$ cat src/rtl/axi_slave_responder.sv
// Memory-backed single-beat AXI slave: independent write and read FSMs over a
// DEPTH-word store with byte strobes, range checking and transaction-ID echo.
module axi_slave_responder #(
  parameter int ADDR_WIDTH = 32,
  parameter int DATA_WIDTH = 32,
  parameter int DEPTH      = 16
) (
  input  logic                    clk,
  input  logic                    rst,
  input  logic [ADDR_WIDTH-1:0]   awaddr,
  input  logic                    awvalid,
  output logic                    awready,
  input  logic [3:0]              aw_transaction_id,
  input  logic [DATA_WIDTH-1:0]   wdata,
  input  logic [DATA_WIDTH/8-1:0] wstrb,
  input  logic                    wlast,
  input  logic                    wvalid,
  output logic                    wready,
  input  logic [3:0]              w_transaction_id,
  output logic [1:0]              bresp,
  output logic                    bvalid,
  input  logic                    bready,
  output logic [3:0]              b_transaction_id,
  input  logic [ADDR_WIDTH-1:0]   araddr,
  input  logic                    arvalid,
  output logic                    arready,
  input  logic [3:0]              ar_transaction_id,
  output logic [DATA_WIDTH-1:0]   rdata,
  output logic [1:0]              rresp,
  output logic                    rlast,
  output logic                    rvalid,
  input  logic                    rready,
  output logic [3:0]              r_transaction_id
);

  localparam int NBYTES = DATA_WIDTH / 8;
  localparam int OFF_W  = $clog2(NBYTES);
  localparam int IDX_W  = $clog2(DEPTH);
  localparam logic [ADDR_WIDTH-1:0] ADDR_LIMIT = ADDR_WIDTH'(DEPTH * NBYTES);
  localparam logic [1:0] RESP_OKAY   = 2'b00;
  localparam logic [1:0] RESP_SLVERR = 2'b10;

  typedef enum logic {W_IDLE, W_RESP} w_state_t;
  typedef enum logic {R_IDLE, R_DATA} r_state_t;

  logic [DATA_WIDTH-1:0] r_mem [DEPTH];

  w_state_t              r_wstate;
  logic                  r_aw_held;
  logic [ADDR_WIDTH-1:0] r_awaddr;
  logic [3:0]            r_awid;
  logic                  r_w_held;
  logic [DATA_WIDTH-1:0] r_wdata;
  logic [NBYTES-1:0]     r_wstrb;
  logic                  r_wlast;
  logic [3:0]            r_wid;
  logic                  r_bvalid;
  logic [1:0]            r_bresp;
  logic [3:0]            r_bid;

  r_state_t              r_rstate;
  logic                  r_rvalid;
  logic                  r_rlast;
  logic [1:0]            r_rresp;
  logic [3:0]            r_rid;
  logic [DATA_WIDTH-1:0] r_rdata;

  logic                  w_aw_fire;
  logic                  w_w_fire;
  logic                  w_commit;
  logic [ADDR_WIDTH-1:0] w_awaddr_eff;
  logic [3:0]            w_awid_eff;
  logic [DATA_WIDTH-1:0] w_wdata_eff;
  logic [NBYTES-1:0]     w_wstrb_eff;
  logic                  w_wlast_eff;
  logic [3:0]            w_wid_eff;
  logic                  w_wr_ok;
  logic [IDX_W-1:0]      w_wr_idx;
  logic                  w_ar_fire;
  logic                  w_rd_ok;
  logic [IDX_W-1:0]      w_rd_idx;

  // Readies are forced low while reset is asserted
  assign awready = ~rst & (r_wstate == W_IDLE) & ~r_aw_held;
  assign wready  = ~rst & (r_wstate == W_IDLE) & ~r_w_held;
  assign arready = ~rst & (r_rstate == R_IDLE);

  assign w_aw_fire = awvalid & awready;
  assign w_w_fire  = wvalid & wready;
  assign w_commit  = (r_aw_held | w_aw_fire) & (r_w_held | w_w_fire);

  assign w_awaddr_eff = r_aw_held ? r_awaddr : awaddr;
  assign w_awid_eff   = r_aw_held ? r_awid   : aw_transaction_id;
  assign w_wdata_eff  = r_w_held  ? r_wdata  : wdata;
  assign w_wstrb_eff  = r_w_held  ? r_wstrb  : wstrb;
  assign w_wlast_eff  = r_w_held  ? r_wlast  : wlast;
  assign w_wid_eff    = r_w_held  ? r_wid    : w_transaction_id;

  assign w_wr_ok  = (w_awaddr_eff < ADDR_LIMIT) & w_wlast_eff & (w_wid_eff == w_awid_eff);
  assign w_wr_idx = w_awaddr_eff[OFF_W +: IDX_W];

  assign w_ar_fire = arvalid & arready;
  assign w_rd_ok   = araddr < ADDR_LIMIT;
  assign w_rd_idx  = araddr[OFF_W +: IDX_W];

  always_ff @(posedge clk or posedge rst) begin
    if (rst) begin
      r_wstate  <= W_IDLE;
      r_aw_held <= 1'b0;
      r_awaddr  <= '0;
      r_awid    <= '0;
      r_w_held  <= 1'b0;
      r_wdata   <= '0;
      r_wstrb   <= '0;
      r_wlast   <= 1'b0;
      r_wid     <= '0;
      r_bvalid  <= 1'b0;
      r_bresp   <= RESP_OKAY;
      r_bid     <= '0;
      for (int i = 0; i < DEPTH; i++) r_mem[i] <= '0;
    end else begin
      case (r_wstate)
        W_IDLE: begin
          if (w_commit) begin
            if (w_wr_ok) begin
              for (int b = 0; b < NBYTES; b++)
                if (w_wstrb_eff[b]) r_mem[w_wr_idx][8*b +: 8] <= w_wdata_eff[8*b +: 8];
            end
            r_bresp   <= w_wr_ok ? RESP_OKAY : RESP_SLVERR;
            r_bid     <= w_awid_eff;
            r_bvalid  <= 1'b1;
            r_aw_held <= 1'b0;
            r_w_held  <= 1'b0;
            r_wstate  <= W_RESP;
          end else begin
            if (w_aw_fire) begin
              r_aw_held <= 1'b1;
              r_awaddr  <= awaddr;
              r_awid    <= aw_transaction_id;
            end
            if (w_w_fire) begin
              r_w_held <= 1'b1;
              r_wdata  <= wdata;
              r_wstrb  <= wstrb;
              r_wlast  <= wlast;
              r_wid    <= w_transaction_id;
            end
          end
        end
        W_RESP: begin
          if (bready) begin
            r_bvalid <= 1'b0;
            r_wstate <= W_IDLE;
          end
        end
        default: r_wstate <= W_IDLE;
      endcase
    end
  end

  // Nonblocking memory update means a same-edge read sees pre-write data
  always_ff @(posedge clk or posedge rst) begin
    if (rst) begin
      r_rstate <= R_IDLE;
      r_rvalid <= 1'b0;
      r_rlast  <= 1'b0;
      r_rresp  <= RESP_OKAY;
      r_rid    <= '0;
      r_rdata  <= '0;
    end else begin
      case (r_rstate)
        R_IDLE: begin
          if (w_ar_fire) begin
            r_rdata  <= w_rd_ok ? r_mem[w_rd_idx] : '0;
            r_rresp  <= w_rd_ok ? RESP_OKAY : RESP_SLVERR;
            r_rid    <= ar_transaction_id;
            r_rvalid <= 1'b1;
            r_rlast  <= 1'b1;
            r_rstate <= R_DATA;
          end
        end
        R_DATA: begin
          if (rready) begin
            r_rvalid <= 1'b0;
            r_rlast  <= 1'b0;
            r_rstate <= R_IDLE;
          end
        end
        default: r_rstate <= R_IDLE;
      endcase
    end
  end

  assign bvalid           = r_bvalid;
  assign bresp            = r_bresp;
  assign b_transaction_id = r_bid;
  assign rvalid           = r_rvalid;
  assign rlast            = r_rlast;
  assign rresp            = r_rresp;
  assign r_transaction_id = r_rid;
  assign rdata            = r_rdata;

endmodule

$ cat config.mk
export PLATFORM = sky130hd
export DESIGN_NAME = axi_slave_responder
export DESIGN_NICKNAME = d
export VERILOG_FILES = /design/src/rtl/axi_slave_responder.sv
export SDC_FILE = /design/constraint.sdc
export NUM_CORES = 1
export LEC_CHECK = 0
export ABC_CLOCK_PERIOD_IN_PS = 22200
export BUFFER_PORTS_ARGS = -buffer_cell sky130_fd_sc_hd__buf_2
export CAP_MARGIN = 20
export CORE_MARGIN = 2
export CORE_UTILIZATION = 31
export DETAILED_ROUTE_END_ITERATION = 7
export GPL_TIMING_DRIVEN = 0
export PLACE_DENSITY = 0.56
export SETUP_SLACK_MARGIN = 0.5
export SYNTH_ARGS = -nofsm -noshare
export SYNTH_HDL_FRONTEND = slang
export SYNTH_SLANG_ARGS = --single-unit
$ cat constraint.sdc
create_clock -name clk -period 22.2 [get_ports clk]
set_clock_uncertainty 0.15 [all_clocks]
set_input_delay 1.11 -clock clk [delete_from_list [all_inputs] [get_ports clk]]
set_output_delay 1.11 -clock clk [all_outputs]
set_load 0.02 [all_outputs]
==> summary.md <==
| Metric | Value |
|---|---|
| Global route overflow | `0` |
| Initial antenna violation count | `4` |
| Core box area | `95000 um2` |
| Peak VDD IR | `0.0000490 V` |
| First-pass GRT wire length | `124000 um` |
| CP delay by family, top | `simple AND/OR/NAND/NOR gates` |
| Commonest non-fill, non-tap cell in the layout | `dfrtp_1` |
| Clock Pin Slew Worst Setup and Hold Paths | `0.06 ns` |
| Worst-path fanout max | `10` |
| Most frequent cells in the layout | `dfrtp_1 (635), mux2_2 (619), buf_2 (178), mux4_2 (160), clkbuf_1 (86)` |
| Vias in the first global route | `19200` |
| CP Class | `in -> reg` |
| Rows | `113` |
| Crit path max-delay cell type | `nor4_4` |
| Post-synthesis async set-or-reset flop share | `100%` |
| Hold WC Path Type | `reg -> reg` |
| Post-Place Worst Slack | `17.52 ns` |
| Post_cts resized | `0` |
| Share of cells above drive strength 1 | `54.6%` |
| CTS tree | `built` |
| Net count, final | `2223` |
| H-Tree Depth | `3` |
| # DRC | `0` |
| Port Buf Inserts | `160` |
| Power per cell area | `85.1 nW/um2` |
| CP startpoint kind | `input pin` |
| RePlAce Congestion | `0.844` |
| Final Max Slew Viols | `0` |
| Crit path capture type | `flip-flop` |
| Tot Pwr | `0.00297 W` |
| Post-route ant nets | `0` |
| Met2 WL | `40900 um` |
| Clock Latency Late Sink | `0.62 ns` |
| WP data arrival | `4.41 ns` |
| DR vias/cell | `5.09` |
| Netlist cell types | `40` |
| Final Hold Viols | `0` |
| Highest Signal Layer | `met4` |
| FF+latch count, synth | `635` |
| Gr usage total | `16.8%` |
| FMAX | `246 MHz` |
| Min Tclk post-route | `4.07 ns` |
| Worst EP required | `22.54 ns` |
| Clk sinks | `635` |
| Status | `complete, no violations` |
| CTS Buffer Depth | `3` |
| EDFF count, synth | `0` |
| I/O pins | `170` |
| Period utilization | `18.3%` |
| Die height | `314 um` |
| Setup bufs post-CTS | `0` |
| Top_reg_cell synth | `dfrtp_1` |
| Cts hold-fix bufs | `0` |
| Hold endpoint | `rdata[4]` |
| Final WL | `81300 um` |
| Worst Tran Pin Value | `1.09 ns` |
| Slew headroom | `27.1%` |
| Starting Density | `31.3%` |
| Worst r2r src | `r_w_held` |
| Routed vias | `17400` |
| Buf/Inv on CP | `2` |
| Die width | `314 um` |
| Area delta synth->final | `17.5%` |
| Unrepaired setup endpoints after global routing | `false` |
| Synth warnings | `0` |
| Routed length on met3 | `3520 um` |
| Reg2Reg Depth | `7` |
| RR Endpoint | `r_mem[272]` |
| Wire length on met1 | `34800 um` |
| Syn avg cell area | `16.1 um2` |
| Detailed placer's ending HPWL | `57100 um` |
| Setup violators final | `0` |
| Root buffer cell | `clkbuf_16` |
| Critical Path Max Stage Delay | `0.92 ns` |
| Drt first pass iters | `5` |
| Largest net degree at the start of global routing | `136` |
| DRT iter0 DRCs | `1090` |
| HP Start | `rdata[4]` |
| CTS Buf Count | `71` |
| Number of max-cap violations | `0` |
| Cell area after synthesis | `29700 um2` |
| FF-to-FF setup slack | `18.24 ns` |
| Seq/Total Area, Yosys | `53.4%` |
| Min-Delay Path Depth | `2` |
| Wire per inst | `23.8 um` |
| Worst path cell trace | `buf_2 > nand2b_1 > a221oi_1 > clkbuf_1 > nand4_1 > nor4_4 > mux2_2` |
| Gate Count Post-Synth | `1846` |
| PnR worst setup slack | `18.13 ns` |
| Leakage | `16.2 nW` |
| Die ar. | `98400 um2` |
-- power by group --
part | leakage [nW] | switching, W | total [W] | internal [W]
sequential | 8.69 | 0.0000434 | 0.00128 | 0.00124
clock | 1.20 | 0.000470 | 0.00122 | 0.000754
combinational | 6.27 | 0.000306 | 0.000470 | 0.000164
total | 16.2 | 0.000820 | 0.00297 | 0.00215
-- worst max-delay path by stage --
stage,startpoint,end,slack (ns),cells after the start
after floorplan,rst,b_transaction_id[0],3.15,1
after global placement,rst,r_mem[45],-2.54,2
after detailed placement,rst,r_mem[272],17.52,7
after CTS,r_w_held,wready,18.11,5
after global routing,rst,r_mem[272],18.01,7
final,rst,r_mem[272],18.13,7
-- worst reg2reg max path, cell delays in order (launching register included) --
cell and delay, ns:
dfrtp_1 0.34, buf_2 0.30, inv_1 0.10, a221oi_1 0.49
clkbuf_1 0.47, nand4_1 0.63, nor4_4 0.93, mux2_2 0.43
-- synth_stat cells (all sizes together), types with 2 or more instances --
library cell	n	area share [%]
a21o	2	0.050
a21oi	6	0.10
a22oi	16	0.40
buf	47	0.82
clkbuf	70	0.88
dfrtp	635	53
inv	37	0.47
mux2	619	23
mux2i	11	0.41
mux4	160	12
nand2	50	0.63
nand2b	2	0.042
nand3	6	0.10
nand3b	10	0.25
nand4	19	0.42
nor2	10	0.13
nor3	9	0.15
nor4	77	4.9
nor4b	3	0.088
o21ai	35	0.59
or3	2	0.042
or3b	7	0.21
xor2	2	0.059
-- layer usage --
metal	vias up	global-route usage [%]
met3	122	3.07
met2	373	28.8
met5	-	0
li1	7506	-
met4	0	5.11
met1	9434	21.5
-- area by class of cell --
cell class	instances	area [um2]
fill	8973	60100
clock buffer	108	2170
sequential	635	15900
multi-input combinational	1058	13200
antenna	4	10.0
timing repair buffer	183	1180
inverter	37	146
tap	1265	1580
clock inverter	15	262
buffer	117	507
-- flip-flops by register name, indices dropped and copies added (netlist names) --
name	cells
bvalid	1
r_aw_held	1
r_awid	4
r_rstate	1
rlast	1
r_wstrb	4
r_mem	512
r_transaction_id	4
rdata	32
r_wstate	1
r_wlast	1
r_wid	4
r_w_held	1
rresp	1
b_transaction_id	4
r_wdata	32
bresp	1
r_awaddr	30
-- cell families after synthesis --
kind of cell / Yosys count / share of synthesized area (%)
AO/OA/AOI/OAI: 65 / 1.31
XOR/XNOR: 3 / 0.114
buffers and inverters: 154 / 2.17
flip-flops: 635 / 53.4
multiplexers: 790 / 36.0
other: 1 / 0.0126
AND/OR/NAND/NOR: 198 / 6.99
-- per-stage QoR --
stage | TNS, ns | cells | hold WS (ns) | instance area [um2] | util, %
2_1_floorplan | 0 | 1847 | 0.324 | 29700 | -
3_3_place_gp | -1567.99 | 3272 | 0.313 | 32100 | 33.8
3_5_place_dp | 0 | 3285 | 0.315 | 32400 | 34.1
4_1_cts | 0 | 3408 | 0.329 | 34800 | 36.6
5_1_grt | 0 | 3421 | 0.351 | 34900 | 36.8
6_report | 0 | 3422 | 0.325 | 35000 | 36.8
Note: power is estimated with default switching activity, not from simulation.
